==> config.mk <==
export PLATFORM = sky130hd
export DESIGN_NAME = fft_butterfly_pipe_flat
export DESIGN_NICKNAME = d
export VERILOG_FILES = /design/src/rtl/fft_butterfly_pipe_if.sv /design/src/rtl/fft_butterfly_pipe.sv /design/src/flat_wrapper.sv
export SDC_FILE = /design/constraint.sdc
export NUM_CORES = 1
export LEC_CHECK = 0
export ABC_CLOCK_PERIOD_IN_PS = 4230
export BUFFER_PORTS_ARGS = -buffer_cell sky130_fd_sc_hd__buf_2
export CAP_MARGIN = 20
export CORE_MARGIN = 2
export CORE_UTILIZATION = 50
export DETAILED_ROUTE_END_ITERATION = 8
export PLACE_DENSITY = 0.69
export SLEW_MARGIN = 10
export SYNTH_ARGS = -nofsm -noshare
export SYNTH_HDL_FRONTEND = slang
export SYNTH_SLANG_ARGS = --single-unit
==> constraint.sdc <==
create_clock -name clk -period 4.23 [get_ports clk]
set_input_delay 0.6345 -clock clk [delete_from_list [all_inputs] [get_ports clk]]
set_output_delay 0.6345 -clock clk [all_outputs]
set_load 0.005 [all_outputs]
==> src/rtl/fft_butterfly_pipe_if.sv <==
// Operand, result and overflow-status bundle for fft_butterfly_pipe.
// The slave modport is the butterfly side; the master modport is the upstream/downstream side.
interface fft_butterfly_pipe_if #(
    parameter int WIDTH = 16
);
    logic             in_valid;
    logic             in_ready;
    logic [WIDTH-1:0] in_a;
    logic [WIDTH-1:0] in_b;
    logic [WIDTH-1:0] in_w;
    logic             in_inverse;
    logic             in_scale;
    logic             out_valid;
    logic             out_ready;
    logic [WIDTH-1:0] out_x;
    logic [WIDTH-1:0] out_y;
    logic             out_ovf;
    logic             ovf_sticky;
    logic             ovf_clr;

    modport master (
        output in_valid, in_a, in_b, in_w, in_inverse, in_scale, out_ready, ovf_clr,
        input  in_ready, out_valid, out_x, out_y, out_ovf, ovf_sticky
    );

    modport slave (
        input  in_valid, in_a, in_b, in_w, in_inverse, in_scale, out_ready, ovf_clr,
        output in_ready, out_valid, out_x, out_y, out_ovf, ovf_sticky
    );
endinterface

==> src/rtl/fft_butterfly_pipe.sv <==
// Pipelined radix-2 DIT butterfly (X = A + B*W, Y = A - B*W): S1 multiply, S2 add/sub, S3 scale/limit.
// Build option FFT_BUTTERFLY_SATURATE_EN: clamp overflowing components instead of wrapping them.
module fft_butterfly_pipe #(
    parameter int WIDTH = 16
) (
    input  logic                 clk,
    input  logic                 reset,
    fft_butterfly_pipe_if.slave  bus
);
    localparam int H  = WIDTH / 2;
    localparam int PW = 2 * H + 2;
    localparam int EW = H + 2;
    localparam int LW = EW + 1;
    localparam logic signed [PW-1:0] RND_C = {{(PW-1){1'b0}}, 1'b1} << (H - 2);
    localparam logic signed [LW-1:0] ONE_L = {{(LW-1){1'b0}}, 1'b1};

    // Optional halving with round half up, widened so v + 1 cannot wrap.
    function automatic logic signed [LW-1:0] scale_comp(input logic signed [EW-1:0] v, input logic sc);
        logic signed [LW-1:0] ext;
        ext = LW'(v);
        if (sc) begin
            return (ext + ONE_L) >>> 1;
        end else begin
            return ext;
        end
    endfunction

    // Returns {overflow, limited H-bit component}.
    function automatic logic [H:0] limit_comp(input logic signed [LW-1:0] v);
        logic         fits;
        logic [H-1:0] val;
        fits = (&v[LW-1:H-1]) | ~(|v[LW-1:H-1]);
`ifdef FFT_BUTTERFLY_SATURATE_EN
        if (fits) begin
            val = v[H-1:0];
        end else if (v[LW-1]) begin
            val = {1'b1, {(H-1){1'b0}}};
        end else begin
            val = {1'b0, {(H-1){1'b1}}};
        end
`else
        val = v[H-1:0];
`endif
        return {~fits, val};
    endfunction

    logic                 adv_s;
    logic signed [H-1:0]  br_s, bi_s, wr_s, wi_s;
    logic signed [H:0]    wi_ext_s, wi_eff_s;
    logic signed [PW-1:0] prod_rr_s, prod_ii_s, prod_ri_s, prod_ir_s;
    logic signed [EW-1:0] tr_s, ti_s;
    logic signed [H-1:0]  ar1_s, ai1_s;
    logic signed [EW-1:0] xr_s, xi_s, yr_s, yi_s;
    logic [H:0]           lim_xr_s, lim_xi_s, lim_yr_s, lim_yi_s;

    logic                 s1_valid_r, s1_scale_r;
    logic [WIDTH-1:0]     s1_a_r;
    logic signed [EW-1:0] s1_tr_r, s1_ti_r;
    logic                 s2_valid_r, s2_scale_r;
    logic signed [EW-1:0] s2_xr_r, s2_xi_r, s2_yr_r, s2_yi_r;
    logic                 s3_valid_r, s3_ovf_r;
    logic [WIDTH-1:0]     s3_x_r, s3_y_r;
    logic                 sticky_r;

    // A stall freezes every stage, bubbles included.
    assign adv_s        = bus.out_ready | ~s3_valid_r;
    assign bus.in_ready = adv_s;

    assign br_s     = bus.in_b[H-1:0];
    assign bi_s     = bus.in_b[WIDTH-1:H];
    assign wr_s     = bus.in_w[H-1:0];
    assign wi_s     = bus.in_w[WIDTH-1:H];
    assign wi_ext_s = {wi_s[H-1], wi_s};

    // S1 combinational: full-precision complex multiply, one rounding per component.
    always_comb begin
        wi_eff_s  = bus.in_inverse ? -wi_ext_s : wi_ext_s;
        prod_rr_s = PW'(br_s) * PW'(wr_s);
        prod_ii_s = PW'(bi_s) * PW'(wi_eff_s);
        prod_ri_s = PW'(br_s) * PW'(wi_eff_s);
        prod_ir_s = PW'(bi_s) * PW'(wr_s);
        tr_s      = EW'((prod_rr_s - prod_ii_s + RND_C) >>> (H - 1));
        ti_s      = EW'((prod_ri_s + prod_ir_s + RND_C) >>> (H - 1));
    end

    assign ar1_s = s1_a_r[H-1:0];
    assign ai1_s = s1_a_r[WIDTH-1:H];

    // S2 combinational: sum and difference at full H+2 bits.
    always_comb begin
        xr_s = EW'(ar1_s) + s1_tr_r;
        xi_s = EW'(ai1_s) + s1_ti_r;
        yr_s = EW'(ar1_s) - s1_tr_r;
        yi_s = EW'(ai1_s) - s1_ti_r;
    end

    // S3 combinational: optional halving, then limit each component to H bits.
    always_comb begin
        lim_xr_s = limit_comp(scale_comp(s2_xr_r, s2_scale_r));
        lim_xi_s = limit_comp(scale_comp(s2_xi_r, s2_scale_r));
        lim_yr_s = limit_comp(scale_comp(s2_yr_r, s2_scale_r));
        lim_yi_s = limit_comp(scale_comp(s2_yi_r, s2_scale_r));
    end

    // Three-stage pipeline register, advancing as a whole on adv_s.
    always_ff @(posedge clk or posedge reset) begin
        if (reset) begin
            s1_valid_r <= 1'b0;
            s1_scale_r <= 1'b0;
            s1_a_r     <= {WIDTH{1'b0}};
            s1_tr_r    <= {EW{1'b0}};
            s1_ti_r    <= {EW{1'b0}};
            s2_valid_r <= 1'b0;
            s2_scale_r <= 1'b0;
            s2_xr_r    <= {EW{1'b0}};
            s2_xi_r    <= {EW{1'b0}};
            s2_yr_r    <= {EW{1'b0}};
            s2_yi_r    <= {EW{1'b0}};
            s3_valid_r <= 1'b0;
            s3_ovf_r   <= 1'b0;
            s3_x_r     <= {WIDTH{1'b0}};
            s3_y_r     <= {WIDTH{1'b0}};
        end else if (adv_s) begin
            s1_valid_r <= bus.in_valid;
            s1_scale_r <= bus.in_scale;
            s1_a_r     <= bus.in_a;
            s1_tr_r    <= tr_s;
            s1_ti_r    <= ti_s;
            s2_valid_r <= s1_valid_r;
            s2_scale_r <= s1_scale_r;
            s2_xr_r    <= xr_s;
            s2_xi_r    <= xi_s;
            s2_yr_r    <= yr_s;
            s2_yi_r    <= yi_s;
            s3_valid_r <= s2_valid_r;
            s3_ovf_r   <= lim_xr_s[H] | lim_xi_s[H] | lim_yr_s[H] | lim_yi_s[H];
            s3_x_r     <= {lim_xi_s[H-1:0], lim_xr_s[H-1:0]};
            s3_y_r     <= {lim_yi_s[H-1:0], lim_yr_s[H-1:0]};
        end
    end

    // Sticky overflow: a consumed overflowing result beats a simultaneous clear.
    always_ff @(posedge clk or posedge reset) begin
        if (reset) begin
            sticky_r <= 1'b0;
        end else if (s3_valid_r & bus.out_ready & s3_ovf_r) begin
            sticky_r <= 1'b1;
        end else if (bus.ovf_clr) begin
            sticky_r <= 1'b0;
        end
    end

    assign bus.out_valid  = s3_valid_r;
    assign bus.out_x      = s3_x_r;
    assign bus.out_y      = s3_y_r;
    assign bus.out_ovf    = s3_ovf_r;
    assign bus.ovf_sticky = sticky_r;
endmodule
==> src/flat_wrapper.sv <==
// flat-port wrapper written by rule: the top's interface ports become plain ports
module fft_butterfly_pipe_flat 
#(
    parameter int WIDTH = 16
)
  (clk, reset, bus_in_valid, bus_in_a, bus_in_b, bus_in_w, bus_in_inverse, bus_in_scale, bus_out_ready, bus_ovf_clr, bus_in_ready, bus_out_valid, bus_out_x, bus_out_y, bus_out_ovf, bus_ovf_sticky);
  fft_butterfly_pipe_if #(.WIDTH(WIDTH)) bus_i ();
  input  logic clk;
  input  logic reset;
  input wire logic [$bits(bus_i.in_valid)-1:0] bus_in_valid;
  input wire logic [$bits(bus_i.in_a)-1:0] bus_in_a;
  input wire logic [$bits(bus_i.in_b)-1:0] bus_in_b;
  input wire logic [$bits(bus_i.in_w)-1:0] bus_in_w;
  input wire logic [$bits(bus_i.in_inverse)-1:0] bus_in_inverse;
  input wire logic [$bits(bus_i.in_scale)-1:0] bus_in_scale;
  input wire logic [$bits(bus_i.out_ready)-1:0] bus_out_ready;
  input wire logic [$bits(bus_i.ovf_clr)-1:0] bus_ovf_clr;
  output wire logic [$bits(bus_i.in_ready)-1:0] bus_in_ready;
  output wire logic [$bits(bus_i.out_valid)-1:0] bus_out_valid;
  output wire logic [$bits(bus_i.out_x)-1:0] bus_out_x;
  output wire logic [$bits(bus_i.out_y)-1:0] bus_out_y;
  output wire logic [$bits(bus_i.out_ovf)-1:0] bus_out_ovf;
  output wire logic [$bits(bus_i.ovf_sticky)-1:0] bus_ovf_sticky;
  assign bus_i.in_valid = bus_in_valid;
  assign bus_i.in_a = bus_in_a;
  assign bus_i.in_b = bus_in_b;
  assign bus_i.in_w = bus_in_w;
  assign bus_i.in_inverse = bus_in_inverse;
  assign bus_i.in_scale = bus_in_scale;
  assign bus_i.out_ready = bus_out_ready;
  assign bus_i.ovf_clr = bus_ovf_clr;
  assign bus_in_ready = bus_i.in_ready;
  assign bus_out_valid = bus_i.out_valid;
  assign bus_out_x = bus_i.out_x;
  assign bus_out_y = bus_i.out_y;
  assign bus_out_ovf = bus_i.out_ovf;
  assign bus_ovf_sticky = bus_i.ovf_sticky;
  fft_butterfly_pipe #(.WIDTH(WIDTH)) u_core (.clk(clk), .reset(reset), .bus(bus_i));
endmodule
After elaboration in Yosys (flattened, before gate mapping)
Index checks and enable logic that the tools add are counted.
{ "totals": {"reg_bits": 115, "in_bits": 55, "out_inout_bits": 36} }
{ "classes": {"add_sub_neg": 13, "n_mul": 4, "muxes": 7, "bitwise": 19, "reduce_logical": 9} }
{ "ops": {"columns": ["cell", "n"], "rows": [
  ["$add 10x2->11 const B", 4],
  ["$mux 11", 4],
  ["$add 17x8->17 const B", 2],
  ["$mul 8x9->17", 2],
  ["$mul 8x8->16", 2],
  ["$add 8x10->10", 2],
  ["$sub 8x10->10", 2],
  ["$add 17x17->17", 1],
  ["$sub 17x17->17", 1],
  ["$reduce_and 4->1", 4],
  ["$reduce_or 4->1", 4],
  ["$mux 9", 1],
  ["$neg 8->9", 1],
  ["$not 1->1", 9],
  ["$or 1x1->1", 8],
  ["$and 1x1->1", 2],
  ["$mux 1", 2],
  ["$reduce_bool 2->1", 1]
]} }

Longest topological paths before layout
{ "depth": {"word_depth": 9, "depth_mapped": 33, "depth_no_buf": 32} }

Least setup slack after synthesis
OpenSTA, ideal clock, no wires.
{ "synth_path": {"kind": "input to register", "from": "input port bus_in_w[2]", "to": "register u_core.s1_ti_r[9]", "setup_time_ns": 0.137, "arrival_time_ns": 8.013, "t_required_ns": 4.093, "slack_ns": -3.920, "path_stages": 30, "path_cell_list": "clkbuf_1 > and2_1 > fa_1 > inv_1 > fa_1 > inv_1 > fa_1 > inv_1 > fa_1 > inv_1 > ha_1 > nor2b_1 > nor4_1 > nor2_1 > a21oi_1 > xor2_1 > fa_1 > fa_1 > fa_1 > inv_1 > fa_1 > ha_1 > ha_1 > a21o_1 > a21o_1 > or3_1 > a41o_1 > a31oi_1 > xnor2_1 > a21oi_1"} }
{ "synth_between": {"elab_chain_len": 3} }
{ "synth_lines": {"columns": ["item", "line", "rtl"], "rows": [
  ["start, declared", "flat_wrapper.sv:13", "input wire logic [$bits(bus_i.in_w)-1:0] bus_in_w;"],
  ["$mul 8x8->16", "fft_butterfly_pipe.sv:81", "prod_ir_s = PW'(bi_s) * PW'(wr_s);"],
  ["$add 17x17->17", "fft_butterfly_pipe.sv:83", "ti_s = EW'((prod_ri_s + prod_ir_s + RND_C) >>> (H - 1));"],
  ["$add 17x8->17", "fft_butterfly_pipe.sv:83", null],
  ["end signal, assigned", "fft_butterfly_pipe.sv:112", "s1_ti_r <= {EW{1'b0}};"],
  ["end signal, assigned", "fft_butterfly_pipe.sv:128", "s1_ti_r <= ti_s;"],
  ["end, declared", "fft_butterfly_pipe.sv:58", "logic signed [EW-1:0] s1_tr_r, s1_ti_r;"]
]} }
Every way passes these cells.
A chain may end at the register's enable or synchronous reset.

Worst setup path in the final report
{ "layout_path": {"from": "input port bus_in_b[14]", "to": "register u_core.s1_ti_r[9]"} }
{ "layout_between": {"elab_chain_len": 3} }
{ "layout_lines": {"columns": ["item", "line", "rtl"], "rows": [
  ["start, declared", "flat_wrapper.sv:12", "input wire logic [$bits(bus_i.in_b)-1:0] bus_in_b;"],
  ["$mul 8x8->16", "fft_butterfly_pipe.sv:81", null],
  ["$add 17x17->17", "fft_butterfly_pipe.sv:83", null],
  ["$add 17x8->17", "fft_butterfly_pipe.sv:83", null]
]} }
Every way passes these cells.

==> metrics.log <==
[metrics] I/O pin count: between 90 and 100
[metrics] Clk Latency, worst-skew pair: 0.42 ns
[metrics] largest area contributor in the netlist: fa_1
[metrics] sum of net half-perimeters after detailed placement: 34400 microns
[metrics] final design area excluding fillers: 22500 sq um
[metrics] Worst-Margin Slew: between 1 and 1.5 ns
[metrics] TritonCTS clock tree: built
[metrics] horizontal extent of the die: 194 microns
[metrics] placed cell areas: ~21000 sq um
[metrics] post-detailed-routing wire length: ~42000 microns
[metrics] top cells by count, synth: inv_1 (392), fa_1 (261), nand2_1 (216)
[metrics] portion of the post-synthesis area used by sequential elements: 0.156
[metrics] number of endpoints failing setup at the final stage: 20
[metrics] ys async rst share: 1.00
[metrics] DR vias/cell: ~5.1
[metrics] clock root cell: clkbuf_16
[metrics] number of nets in the layout: 2837
[metrics] Critical Path AT: 7.86 ns
[metrics] worst flop-to-flop path startpoint: u_core.s1_tr_r[1]$_DFFE_PP0P_
[metrics] all-layer global routing usage: 0.229
[metrics] GRT met3 Usage: 0.0197
[metrics] post-placement cell count: 2765
[metrics] CP startpoint kind: input port
[metrics] Synth Net Count: roughly 2600
[metrics] number of port buffers: 90
[metrics] highest-utilization routing layer at the global route stage: met2
[metrics] cell count after synthesis: between 2000 and 2500
[metrics] M1 GR Usage: 0.287
[metrics] initial antenna violation count: 0
[metrics] clock tree sinks: 113
[metrics] clock transition time at the flip-flop clock pins of the worst setup and hold paths: 0.05 ns
[metrics] critical register-to-register path endpoint: u_core.s2_xr_r[7]$_DFFE_PP0P_
[metrics] setup clock skew after layout: 0.0112 ns
[metrics] layout cell share with drive strength beyond 1: 0.231
[metrics] Worst Slack Setup Final: -3.34 ns
[metrics] number of flip-flops and latches in the synthesized netlist: 113
[metrics] Synth cell types: 60
[metrics] wire per inst: 14.8 microns
[metrics] dominant cells by area after synthesis: fa_1 (29%), dfrtp_1 (16%), ha_1 (13%)
[metrics] shortest period the worst path allows: 7.57 ns
[metrics] Hold WC Path Type: in -> async
[metrics] Floorplan Core Area: 35600 sq um
[metrics] most repeated cell in the gate-level netlist after synthesis: inv_1
[metrics] critical path's largest stage delay: 0.55 ns
[metrics] Max-Slew Margin vs Limit: 0.298
[metrics] average cell area after synthesis: 8.72 sq um
[metrics] starting density of the core: 0.509
[metrics] type of the worst setup path: in -> reg
[metrics] vertical die dimension: between 150 and 200 microns
[metrics] upper clock frequency limit: 0.132 GHz
[metrics] Worst Hold Slack: 0.289 ns
[metrics] number of detailed-route iterations in the first pass: 5
[metrics] total number of H-tree levels: 4
[metrics] final period utilization: 1.79
[metrics] number of placement rows: 69
[metrics] setup repair after global routing missed its margin: yes
[metrics] violated checks: setup timing
[metrics] area of the die: 37700 sq um
[metrics] quantity of hold-fixing buffers added after cts: 0
[metrics] Sum Neg Setup Slack: -50.39 ns
[metrics] largest fanout of any net on the critical path: 4
[metrics] DRC marker count from the first detailed-route iteration: 558
[metrics] post-layout instance count excluding filler cells: 2812
[metrics] first-pass GRT wire length: 71800 microns
[metrics] Worst path most repeated cell: fa_1
[metrics] area of the mapped netlist: 18100 sq um
[metrics] top-area cell type share of the netlist area: 0.289
[metrics] CP endpoint kind: register
[metrics] final antenna diode count: 0
[metrics] DRC Markers: 0
[metrics] met2 usage: 0.425
[metrics] pins over their slew limit: 0
[metrics] Clock Tree Buf Depth: 2
[metrics] number of hold violations in the final report: 0
[metrics] standard cell with the maximum stage delay on the critical path: fa_1
[metrics] number of global-route vias before repair: 15300
[metrics] CP required: roughly 4.5 ns
[metrics] warnings from Yosys: 0
[metrics] Area Growth Syn to Fin: 24.1%
[metrics] remaining global-route overflow: 0
[metrics] worst reg2reg path depth: 9
[metrics] largest net degree at the start of global routing: 109
[metrics] final weighted congestion of routability-driven global placement: 0.863
[metrics] number of buffers created by CTS: 17
[metrics] routed vias: between 10000 and 15000
[metrics] status: complete, but fails checks
[metrics] Worst R2R Setup Slack: 1.80 ns
[metrics] number of flops mapped to enable cells by yosys: 0
[metrics] top flip-flop cell by instance count after synthesis: dfrtp_1
[metrics] number of max-capacitance violations reported: 0
[metrics] Antenna Violating Nets Remaining: 0
per-layer routing:
layer | part of all wire | routed length, microns
met5 | 0 | 0
met4 | 0.019 | 797
met3 | 0.022 | 920
met2 | 0.52 | 21700
met1 | 0.44 | 18300
worst max-delay path, delay by kind of cell:
kind            cells  cell delay, ns
compound gates      6            0.94
xor+xnor            2            0.36
fa+ha+maj          11            4.74
buf+inv             6            0.33
simple gates        5            0.85
registers in the layout, summed over array words and instances, names as in the netlist:
register and flops:
u_core.bus.out_y 16, u_core.s1_valid_r 1, u_core.s1_tr_r 10, u_core.bus.out_ovf 1
u_core.s2_xr_r 9, u_core.s1_a_r 16, u_core.s1_ti_r 10, u_core.s2_valid_r 1
u_core.s2_yi_r 10, u_core.bus.out_x 16, u_core.s2_xi_r 9, u_core.bus.out_valid 1
u_core.s2_scale_r 1, u_core.s2_yr_r 10, u_core.bus.ovf_sticky 1, u_core.s1_scale_r 1
per-stage QoR:
| step | util | setup WS (ns) |
|---|---|---|
| finish | 0.631 | -3.34 |
| global route | 0.631 | -3.62 |
| CTS | 0.623 | -3.35 |
| detailed placement | 0.592 | -3.88 |
| global placement | 0.592 | -3.80 |
| floorplan | - | -3.54 |
logic make-up (layout without fill, tap and decap cells):
group | count (synthesis) | count (layout) | share of synthesized area
simple gates | 625 | 625 | 0.172
buf+inv | 475 | 750 | 0.0985
fa+ha+maj | 442 | 442 | 0.414
compound gates | 317 | 317 | 0.108
flops | 113 | 113 | 0.156
xor+xnor | 92 | 92 | 0.0445
mux | 12 | 12 | 0.00691
area by class of cell:
| cell class | instances | area (sq um) |
|---|---|---|
| tap | 461 | 577 |
| timing repair buffer | 327 | 2420 |
| clock inverter | 9 | 155 |
| inverter | 393 | 1480 |
| sequential | 113 | 2830 |
| multi-input combinational | 1488 | 14500 |
| fill | 2964 | 13100 |
| clock buffer | 21 | 470 |
timing repair:
item	in CTS	in global routing
endpoints found under the setup margin	20	20
pin swaps	59	62
resized for setup	94	63
setup buffers	8	12
placed cells by master, fill, tap and decap left out, types with 8 or more instances in the layout:
cell,netlist,layout
inv_1,392,354
fa_1,261,254
buf_4,0,214
nand2_1,216,212
ha_1,181,138
and2_1,133,113
dfrtp_1,113,113
a21oi_1,107,89
nor2_1,92,86
buf_2,0,78
xnor2_1,74,63
o21ai_0,67,60
nor2b_1,45,41
inv_2,1,38
ha_4,0,36
nand3_1,29,29
buf_6,0,28
nor3_1,26,25
a21o_1,22,22
o21ai_1,21,22
and2_4,0,20
o31ai_1,23,19
nand2b_1,20,19
clkbuf_16,0,17
xor2_1,18,15
a21oi_2,1,14
a211oi_1,13,13
nand4_1,12,12
and3_1,11,11
o21a_1,10,10
o21bai_1,10,10
mux2i_1,8,8
nor3b_1,8,8
how the worst max path moves through the flow:
stage,start,endpoint,slack (ns),depth (start not counted)
2_1_floorplan,bus_in_w[2],u_core.s1_ti_r[9]$_DFFE_PP0P_,-3.54,30
3_3_place_gp,bus_in_b[13],u_core.s1_ti_r[9]$_DFFE_PP0P_,-3.80,30
3_5_place_dp,bus_in_w[1],u_core.s1_ti_r[9]$_DFFE_PP0P_,-3.88,29
4_1_cts,bus_in_b[13],u_core.s1_ti_r[9]$_DFFE_PP0P_,-3.35,30
5_1_grt,bus_in_b[14],u_core.s1_ti_r[9]$_DFFE_PP0P_,-3.62,29
6_report,bus_in_b[14],u_core.s1_ti_r[9]$_DFFE_PP0P_,-3.34,30
Power is left out: the tool's default activity adds up to more than one toggle a clock period on the data nets, which glitch-free logic cannot reach.
